--- src/rtl/clock_uart_pkg.sv ---
// clock_uart_pkg
// Shared types and constants for the clock UART reporter.
//   state_t          : transmitter state (IDLE, START, DATA, STOP)
//   CHARS_PER_FRAME  : characters in one "HH:MM:SS\r\n" line
//   ASCII_*          : fixed characters used in the line and digit conversion
package clock_uart_pkg;

  typedef enum logic [1:0] {
    IDLE  = 2'd0,
    START = 2'd1,
    DATA  = 2'd2,
    STOP  = 2'd3
  } state_t;

  localparam int CHARS_PER_FRAME = 10;
  localparam logic [3:0] LAST_CHAR = 4'(CHARS_PER_FRAME - 1);

  localparam logic [7:0] ASCII_COLON = 8'h3A;
  localparam logic [7:0] ASCII_CR    = 8'h0D;
  localparam logic [7:0] ASCII_LF    = 8'h0A;
  localparam logic [7:0] ASCII_QMARK = 8'h3F;
  localparam logic [7:0] ASCII_ZERO  = 8'h30;

endpackage

--- src/rtl/clock_uart_bin2dec.sv ---
// clock_uart_bin2dec
// Combinational conversion of an 8-bit unsigned value to two ASCII decimal
// digits. Values above 99 cannot be shown in two digits and become "??".
//   value : input  [7:0] unsigned binary value
//   tens  : output [7:0] ASCII tens digit (or '?')
//   ones  : output [7:0] ASCII ones digit (or '?')
module clock_uart_bin2dec
  import clock_uart_pkg::*;
(
  input  logic [7:0] value,
  output logic [7:0] tens,
  output logic [7:0] ones
);

  always_comb begin
    tens = ASCII_QMARK;
    ones = ASCII_QMARK;
    if (value <= 8'd99) begin
      tens = ASCII_ZERO + (value / 8'd10);
      ones = ASCII_ZERO + (value % 8'd10);
    end
  end

endmodule

--- src/rtl/clock_uart_tx.sv ---
// clock_uart_tx
// Watches the hh/mm/ss outputs of the Clock core and, whenever they change,
// transmits one "HH:MM:SS\r\n" line on an 8N1 UART output.
//   CLKS_PER_BIT : ap_clk cycles per UART bit (2..65535)
//   ap_clk       : clock, rising edge
//   ap_rst       : asynchronous active-high reset
//   en           : allows new frames to start (never aborts one in flight)
//   hh, mm, ss   : time inputs, unsigned binary
//   tx           : UART serial output, idles high
//   busy         : high while a frame is on the line
//   frame_done   : one-cycle pulse after the last stop bit
module clock_uart_tx
  import clock_uart_pkg::*;
#(
  parameter int CLKS_PER_BIT = 87
) (
  input  logic       ap_clk,
  input  logic       ap_rst,
  input  logic       en,
  input  logic [7:0] hh,
  input  logic [7:0] mm,
  input  logic [7:0] ss,
  output logic       tx,
  output logic       busy,
  output logic       frame_done
);

  localparam int BAUD_W = (CLKS_PER_BIT > 1) ? $clog2(CLKS_PER_BIT) : 1;
  localparam logic [BAUD_W-1:0] BAUD_MAX = BAUD_W'(CLKS_PER_BIT - 1);
  localparam logic [BAUD_W-1:0] BAUD_ONE = BAUD_W'(1);

  state_t            state, state_next;
  logic [BAUD_W-1:0] baud_cnt, baud_next;
  logic [2:0]        bit_idx, bit_next;
  logic [3:0]        char_idx, char_next;
  logic              done_next;

  logic [7:0] last_hh, last_mm, last_ss;
  logic [7:0] hh_buf, mm_buf, ss_buf;

  logic [7:0] h_tens, h_ones, m_tens, m_ones, s_tens, s_ones;
  logic [7:0] cur_char;

  logic trigger;
  logic bit_end;

  // A frame starts only from IDLE, and only when the time differs from the
  // one most recently sent. The last-sent copy is untouched while en=0, so a
  // change seen while disabled is still reported once en returns.
  assign trigger = (state == IDLE) && en &&
                   ({hh, mm, ss} != {last_hh, last_mm, last_ss});

  // The baud counter counts down and is reloaded on every bit boundary, so
  // each bit lasts exactly CLKS_PER_BIT cycles.
  assign bit_end = (baud_cnt == '0);

  always_comb begin
    state_next = state;
    baud_next  = baud_cnt;
    bit_next   = bit_idx;
    char_next  = char_idx;
    done_next  = 1'b0;
    case (state)
      IDLE: begin
        if (trigger) begin
          state_next = START;
          baud_next  = BAUD_MAX;
          char_next  = '0;
        end
      end
      START: begin
        if (bit_end) begin
          state_next = DATA;
          baud_next  = BAUD_MAX;
          bit_next   = '0;
        end else begin
          baud_next = baud_cnt - BAUD_ONE;
        end
      end
      DATA: begin
        if (bit_end) begin
          baud_next = BAUD_MAX;
          bit_next  = bit_idx + 3'd1;
          if (bit_idx == 3'd7) begin
            state_next = STOP;
          end
        end else begin
          baud_next = baud_cnt - BAUD_ONE;
        end
      end
      STOP: begin
        if (bit_end) begin
          baud_next = BAUD_MAX;
          if (char_idx == LAST_CHAR) begin
            state_next = IDLE;
            done_next  = 1'b1;
          end else begin
            // Next character's start bit follows immediately, no idle gap.
            state_next = START;
            char_next  = char_idx + 4'd1;
          end
        end else begin
          baud_next = baud_cnt - BAUD_ONE;
        end
      end
      default: state_next = IDLE;
    endcase
  end

  always_ff @(posedge ap_clk or posedge ap_rst) begin
    if (ap_rst) begin
      state      <= IDLE;
      baud_cnt   <= '0;
      bit_idx    <= '0;
      char_idx   <= '0;
      frame_done <= 1'b0;
    end else begin
      state      <= state_next;
      baud_cnt   <= baud_next;
      bit_idx    <= bit_next;
      char_idx   <= char_next;
      frame_done <= done_next;
    end
  end

  // Reset to all-ones so the first valid time after reset always differs.
  always_ff @(posedge ap_clk or posedge ap_rst) begin
    if (ap_rst) begin
      last_hh <= 8'hFF;
      last_mm <= 8'hFF;
      last_ss <= 8'hFF;
    end else if (trigger) begin
      last_hh <= hh;
      last_mm <= mm;
      last_ss <= ss;
    end
  end

  // Frame buffer holds the snapshot so input changes mid-frame do not tear
  // the line being sent. It is only read while a frame is active.
  always_ff @(posedge ap_clk) begin
    if (trigger) begin
      hh_buf <= hh;
      mm_buf <= mm;
      ss_buf <= ss;
    end
  end

  clock_uart_bin2dec u_h (.value(hh_buf), .tens(h_tens), .ones(h_ones));
  clock_uart_bin2dec u_m (.value(mm_buf), .tens(m_tens), .ones(m_ones));
  clock_uart_bin2dec u_s (.value(ss_buf), .tens(s_tens), .ones(s_ones));

  always_comb begin
    cur_char = ASCII_LF;
    case (char_idx)
      4'd0:    cur_char = h_tens;
      4'd1:    cur_char = h_ones;
      4'd2:    cur_char = ASCII_COLON;
      4'd3:    cur_char = m_tens;
      4'd4:    cur_char = m_ones;
      4'd5:    cur_char = ASCII_COLON;
      4'd6:    cur_char = s_tens;
      4'd7:    cur_char = s_ones;
      4'd8:    cur_char = ASCII_CR;
      default: cur_char = ASCII_LF;
    endcase
  end

  // tx is decoded from registered state only, so asynchronous reset forces
  // it high immediately.
  always_comb begin
    tx = 1'b1;
    case (state)
      IDLE:    tx = 1'b1;
      START:   tx = 1'b0;
      DATA:    tx = cur_char[bit_idx];
      STOP:    tx = 1'b1;
      default: tx = 1'b1;
    endcase
  end

  assign busy = (state != IDLE);

endmodule
--- config.mk ---
export PLATFORM = sky130hd
export DESIGN_NAME = clock_uart_tx
export DESIGN_NICKNAME = d
export VERILOG_FILES = /design/src/rtl/clock_uart_pkg.sv /design/src/rtl/clock_uart_bin2dec.sv /design/src/rtl/clock_uart_tx.sv
export SDC_FILE = /design/constraint.sdc
export NUM_CORES = 1
export LEC_CHECK = 0
export BUFFER_PORTS_ARGS = -buffer_cell sky130_fd_sc_hd__buf_2
export CAP_MARGIN = 20
export CORE_MARGIN = 5
export CORE_UTILIZATION = 55
export CTS_BUF_LIST = sky130_fd_sc_hd__clkbuf_8
export CTS_CLUSTER_DIAMETER = 40
export CTS_CLUSTER_SIZE = 30
export DETAILED_ROUTE_END_ITERATION = 6
export GPL_ROUTABILITY_DRIVEN = 0
export GPL_TIMING_DRIVEN = 0
export PLACE_DENSITY_LB_ADDON = 0.08
export SYNTH_ARGS = -nofsm -noshare
export SYNTH_HDL_FRONTEND = slang
export SYNTH_SLANG_ARGS = --single-unit
--- constraint.sdc ---
create_clock -name ap_clk -period 8.8 [get_ports ap_clk]
set_input_delay 0.88 -clock ap_clk [delete_from_list [all_inputs] [get_ports ap_clk]]
set_output_delay 0.88 -clock ap_clk [all_outputs]
set_load 0.1 [all_outputs]
==> impl_metrics.yaml, run 1 <==
run_status:
  outcome: "finished, final reports clean"
global_routing:
  track_usage: 0.229
  grt_pass1_vias: 4589
  grt_pass1_wl_um: 21800
  grt_antenna_before_repair: 0
  grt_overflow_total: 0
  grt_start_max_net_pins: 42
synth:
  synthArstFlopShare: 0.631
  synth-seq-area-share: 0.328
  synth.distinct_cells: 84
  synth_nets: 657
  yosys.area.top_type: "edfxtp_1"
  synth_top_area_share: 0.133
  synthFlopType: "edfxtp_1"
  synth_enable_flop_cells: 24
  postSynthCellCount: 612
  yosys_warnings: 0
  ys_seq_elements: 65
  ys_top_cells_by_area: "edfxtp_1 (13%), dfstp_2 (12%), dfrtp_1 (7.9%)"
  avgSynthCellArea_um2: 8.85
  syn_area_um2: 5410
sta:
  layout_min_cycle_time_ns: 5.36
  worst-slew-pin-transition_ns: 0.831
  fmax_ghz: 0.186
  maxSlewHeadroom: 0.445
  setup_viol: 0
  drv_slew: 0
  period_share: 0.610
  fin_tns_setup_ns: 0
  clock_skew_ns: 0.0117
  fin_ws_ns: 3.44
  hold_viol_final: 0
  rsz0062_at_grt: "false"
placed_design:
  place_ws_ns: 3.86
  placed_cells: 774
  io_buffers: 29
  post_dp_cell_area_um2: 5730
  hpwlAfterDp_um: 10100
drt:
  wl_um: 13200
  wl_per_cell_um: 16.6
  dr.pass1.iters: 5
  drc_errors: 0
  drtIter0Drc: 296
  vias_per_cell: 6.14
  via_count: 4848
  drtAntennaViolNets: 0
worst_setup_path:
  path_cells: "buf_2 > nor4bb_1 > nand2_1 > o221ai_1 > clkbuf_1 > o21ai_0 > nand2_1 > o21ai_0 > ha_1 > nand2b_1 > nand2_1 > nor2_1 > a22oi_1 > nand2_1 > a41o_1 > nand4_1 > a21oi_1 > a21oi_1 > buf_2"
  worst-path-buf-inv: 3
  cp-end-kind: "primary output"
  max_stage_delay_ns: 0.58
  crit_type: "reg2out"
  crit_top_cell: "nand2_1"
  reg2reg_slack_ns: 5.81
  rr_worst_depth: 6
  cp_slowest_cell: "nor4bb_1"
  cp.required_ns: 7.92
  r2r-start: "last_ss[3]"
  r2r_end: "last_hh[1]"
  cp-start-kind: "flop"
  crit_fanout: 10
  arrival_ns: 4.48
  path_delay_family: "simple AND/OR/NAND/NOR gates"
clock_tree:
  clkSinkCount: 65
  post_cts_buffers: 0
  clk_pin_slew_ns: 0.07
  clock_latency_ns: 0.35
  tritoncts: "yes"
  clockRootBuffer: "clkbuf_8"
  ctsHoldBuffers: 0
  cts-resized-gates: 0
  ctsLongestPathBuffers: 2
  h-tree-depth: 3
  numCtsBuffers: 9
pwr:
  p_leak_nw: 2.29
  peakVddDrop_mv: 0.116
  pwr_density_cell_nw_per_um2: 97.0
  p_total_w: 0.000573
cells_and_area:
  fillers: 872
  n_antenna_cell: 0
  final_nets: 697
  area_growth_pct: 9.22
  design_area_um2: 5910
  multi_input_area_um2: 3350
  drive_gt1_frac: 0.198
  seq_area_um2: 1780
  finalNonFillerCells: 790
hold_path:
  whs_path_depth: 1
  min_from: "baud_cnt[5]"
  hold_path_end: "baud_cnt[5]"
  hp-class: "reg2reg"
die:
  die_y_um: 109
  num_rows: 36
  start_util: 0.559
  ios: 30
  fp.coreArea_um2: 9680
  die_w_um: 109
  die-area_um2: 11900
job:
  drv_cap: 0
[cell usage in the layout (no fill, tap or decap), drive strengths merged, types with 7 or more instances in the layout]
cell    synthesis  routed
nand3          10      10
a22oi           8       8
nand2          45      45
xnor2          24      24
nand2b         16      16
buf            19      48
inv            28      29
nor2           55      55
ha             18      18
o211ai         13      13
nor2b          15      15
a31oi          14      14
mux2           26      26
dfrtp          17      17
nor3           18      18
dfstp          24      24
o22ai           7       7
nand4           9       9
o31ai           7       7
o21ai          36      36
clkbuf         17      26
xor2           14      14
a21oi          28      28
edfxtp         24      24
[power breakdown]
part | switching [W] | internal [W]
clock network | 0.000111 | 0.000128
registers | 0 | 0.000315
logic | 0.0000121 | 0.00000776
[through the flow]
| stage | hold WS [ns] | utilization |
|---|---|---|
| 6_report | 0.477 | 0.611 |
| 5_1_grt | 0.494 | 0.611 |
| 4_1_cts | 0.478 | 0.611 |
| 3_3_place_gp | 0.455 | 0.591 |
| 2_1_floorplan | 0.440 | - |
| 3_5_place_dp | 0.469 | 0.591 |
[per-layer routing]
| layer | vias up | wire length (µm) | global-route usage |
|---|---|---|---|
| met5 | - | 0 | 0 |
| met4 | 0 | 218 | 0.0748 |
| met3 | 18 | 621 | 0.0266 |
| met2 | 137 | 6130 | 0.375 |
| met1 | 2324 | 6180 | 0.316 |
| li1 | 2369 | - | - |
[synth_stat cells, types with 8 or more instances]
library cell  instances
nor2_1               55
nand2_1              44
o21ai_0              34
a21oi_1              28
inv_1                28
mux2_2               26
dfstp_2              24
edfxtp_1             24
xnor2_1              24
ha_1                 18
nor3_1               18
clkbuf_1             17
dfrtp_1              17
nand2b_1             16
nor2b_1              15
xor2_1               14
a31oi_1              13
o211ai_1             13
nand3_1              10
nand4_1               9
buf_2                 8
[cell type report]
cell class | count | share of cell area
Multi-Input combinational cell | 483 | 0.567
Inverter | 28 | 0.0178
Clock buffer | 9 | 0.0209
Clock inverter | 7 | 0.0106
Tap cell | 133 | 0.0281
Timing Repair Buffer | 29 | 0.0245
Buffer | 36 | 0.0305
Sequential cell | 65 | 0.300
[cell families after synthesis]
logic type      after synthesis  synth area share
buf+inv                      64            0.0525
xor+xnor                     38            0.0615
mux                          31            0.0633
simple gates                222             0.221
other cells                   1          0.000693
compound gates              172             0.229
fa+ha+maj                    19            0.0437
flops                        65             0.328
[sequential cells by signal, indices dropped and copies added (netlist names), 4 cells and up]
signal    count
hh_buf        8
last_hh       8
baud_cnt      7
mm_buf        8
char_idx      4
last_ss       8
last_mm       8
ss_buf        8
[worst register-to-register path, stage by stage (launching register included)]
cell	delay (ns)
dfstp_2	0.55
xor2_1	0.29
nor4_1	0.14
a31oi_1	0.31
clkbuf_1	0.49
clkbuf_2	0.72
mux2_2	0.42
[worst max-delay path by stage]
stage,cells after the start,start,endpoint
2_1_floorplan,18,mm_buf[4],tx
3_3_place_gp,19,mm_buf[4],tx
3_5_place_dp,19,mm_buf[4],tx
4_1_cts,19,mm_buf[4],tx
5_1_grt,19,mm_buf[4],tx
6_report,19,mm_buf[4],tx
(Power assumes the default switching activity.)
==> run 2, diff against run 1 <==
==> constraint.sdc (replaced) <==
create_clock -name ap_clk -period 4.65 [get_ports ap_clk]
set_input_delay 0.465 -clock ap_clk [delete_from_list [all_inputs] [get_ports ap_clk]]
set_output_delay 0.465 -clock ap_clk [all_outputs]
set_load 0.1 [all_outputs]
==> impl_metrics.yaml, run 2 (synthesized netlist as in run 1, its figures left out) <==
drt:
  top_layer_used: "met4"
  drtIter0Drc: 315
  wl_per_cell_um: 16.5
  via_count: 4798
  drc_errors: 0
  wl_um: 13100
  dr.pass1.iters: 7
  vias_per_cell: 6.07
  wl_met2_um: 6100
  met1_length_um: 6140
  drtAntennaViolNets: 0
  wl_met3_um: 575
clock_tree:
  post_cts_buffers: 0
  ctsLongestPathBuffers: 2
  clock_latency_ns: 0.34
  h-tree-depth: 3
  tritoncts: "yes"
  numCtsBuffers: 9
  clkSinkCount: 65
  clockRootBuffer: "clkbuf_8"
  clk_pin_slew_ns: 0.07
pwr:
  pwr_density_cell_nw_per_um2: 201
  power_switching_share: 0.190
  pwr-share-seq: 0.495
  p_leak_nw: 2.34
  internal_power_w: 0.000975
  p_sw_w: 0.000228
  p_total_w: 0.00120
  combPwrFrac: 0.032
  p_clk_frac: 0.473
  peakVddDrop_mv: 0.228
die:
  num_rows: 36
  ios: 30
  start_util: 0.559
  die_y_um: 109
  die-area_um2: 11900
  die_w_um: 109
  fp.coreArea_um2: 9680
run_status:
  outcome: "finished, final reports clean"
cells_and_area:
  seq_area_um2: 1780
  layout_common_cells: "nor2_1 (54), nand2_1 (44), buf_2 (35)"
  finalNonFillerCells: 790
  final_common_cell: "nor2_1"
  n_antenna_cell: 0
  fillers: 854
  multi_input_area_um2: 3370
  area_growth_pct: 10.8
  drive_gt1_frac: 0.205
  final_nets: 697
worst_setup_path:
  cp-start-kind: "flop"
  crit_type: "reg2out"
  cp_slowest_cell: "or3_1"
  crit_fanout: 10
  cp.required_ns: 4.18
  arrival_ns: 3.96
  max_stage_delay_ns: 0.45
  cp-end-kind: "primary output"
  crit_top_cell: "nand2_1"
  path_cells: "buf_2 > and4b_1 > a311oi_1 > a31oi_1 > or3_1 > nand2_1 > o21ai_0 > ha_1 > nand2b_1 > nand2_1 > nor2_1 > a22oi_1 > nand2_1 > a41o_1 > nand4_1 > a21oi_1 > a21oi_2 > buf_8"
  worst-path-buf-inv: 2
  path_delay_family: "compound AO/OA/AOI/OAI gates"
placed_design:
  io_buffers: 29
  placed_cells: 774
  hpwlAfterDp_um: 9850
sta:
  clock_skew_ns: 0.00687
  maxSlewHeadroom: 0.424
  layout_min_cycle_time_ns: 4.43
  period_share: 0.952
  worst-slew-pin-transition_ns: 0.862
  hold_viol_final: 0
  fmax_ghz: 0.226
  setup_viol: 0
  fin_tns_setup_ns: 0
  drv_slew: 0
hold_path:
  hp-class: "in2async"
global_routing:
  grt_pass1_vias: 4553
  grt_start_max_net_pins: 42
  grt_antenna_before_repair: 0
  track_usage: 0.232
  grt_pass1_wl_um: 22000
  grt_overflow_total: 0
job:
  drv_cap: 0
-- run 2: changes by cell type in the layout (fill, tap and decap cells not counted), moves of 2 or more --
cell and change:
inv_1 +2, nor4bb_1 -2, buf_2 -2, bufinv_16 +2, nor4bb_2 +2, clkinv_1 -2
-- run 2: routing by layer --
layer / vias up / GRT usage
met5: - / 0
met4: 0 / 0.0695
met3: 24 / 0.0409
met2: 126 / 0.369
met1: 2278 / 0.324
li1: 2370 / -
-- run 2: area by class of cell --
cell class	instances	area share
multi-input combinational	483	0.562
timing repair buffer	29	0.0259
buffer	36	0.0311
sequential	65	0.296
tap	133	0.0277
clock inverter	6	0.0169
inverter	28	0.0175
clock buffer	10	0.0229
-- run 2: stage by stage --
step	hold slack [ns]	cell area (µm²)	worst slack [ns]	util
3_3_place_gp	0.455	5730	0.180	0.592
4_1_cts	0.315	5980	0.0952	0.617
5_1_grt	0.312	6000	-0.00950	0.620
2_1_floorplan	0.440	5420	0.396	-
6_report	0.302	6000	0.222	0.620
3_5_place_dp	0.467	5730	0.191	0.592
-- run 2: path summary, 6_finish.rpt --
check | from | to | slack (ns) | cells past startpoint
min reg2reg | baud_cnt[5] | baud_cnt[5] | 0.48 | 1
max reg2reg | last_ss[3] | last_hh[1] | 1.71 | 6
min | ap_rst | baud_cnt[1] | 0.30 | 2
min in group ap_clk | ss[1] | ss_buf[1] | 0.34 | 1
max | mm_buf[7] | tx | 0.22 | 18
max in group asynchronous | ap_rst | bit_idx[1] | 3.81 | 2
-- run 2: power by group through the flow --
stage / logic (W) / registers, W / clock network [W]
floorplan: 0.0000148 / 0.000606 / 0
global placement: 0.0000371 / 0.000606 / 0
detailed placement: 0.0000382 / 0.000606 / 0
CTS: 0.0000384 / 0.000595 / 0.000580
global route: 0.0000420 / 0.000595 / 0.000610
finish: 0.0000382 / 0.000596 / 0.000570
-- run 2: repair_timing --
item,in CTS,in global routing
resized for setup,3,8
hold buffers,0,0
endpoints found under the setup margin,1,1
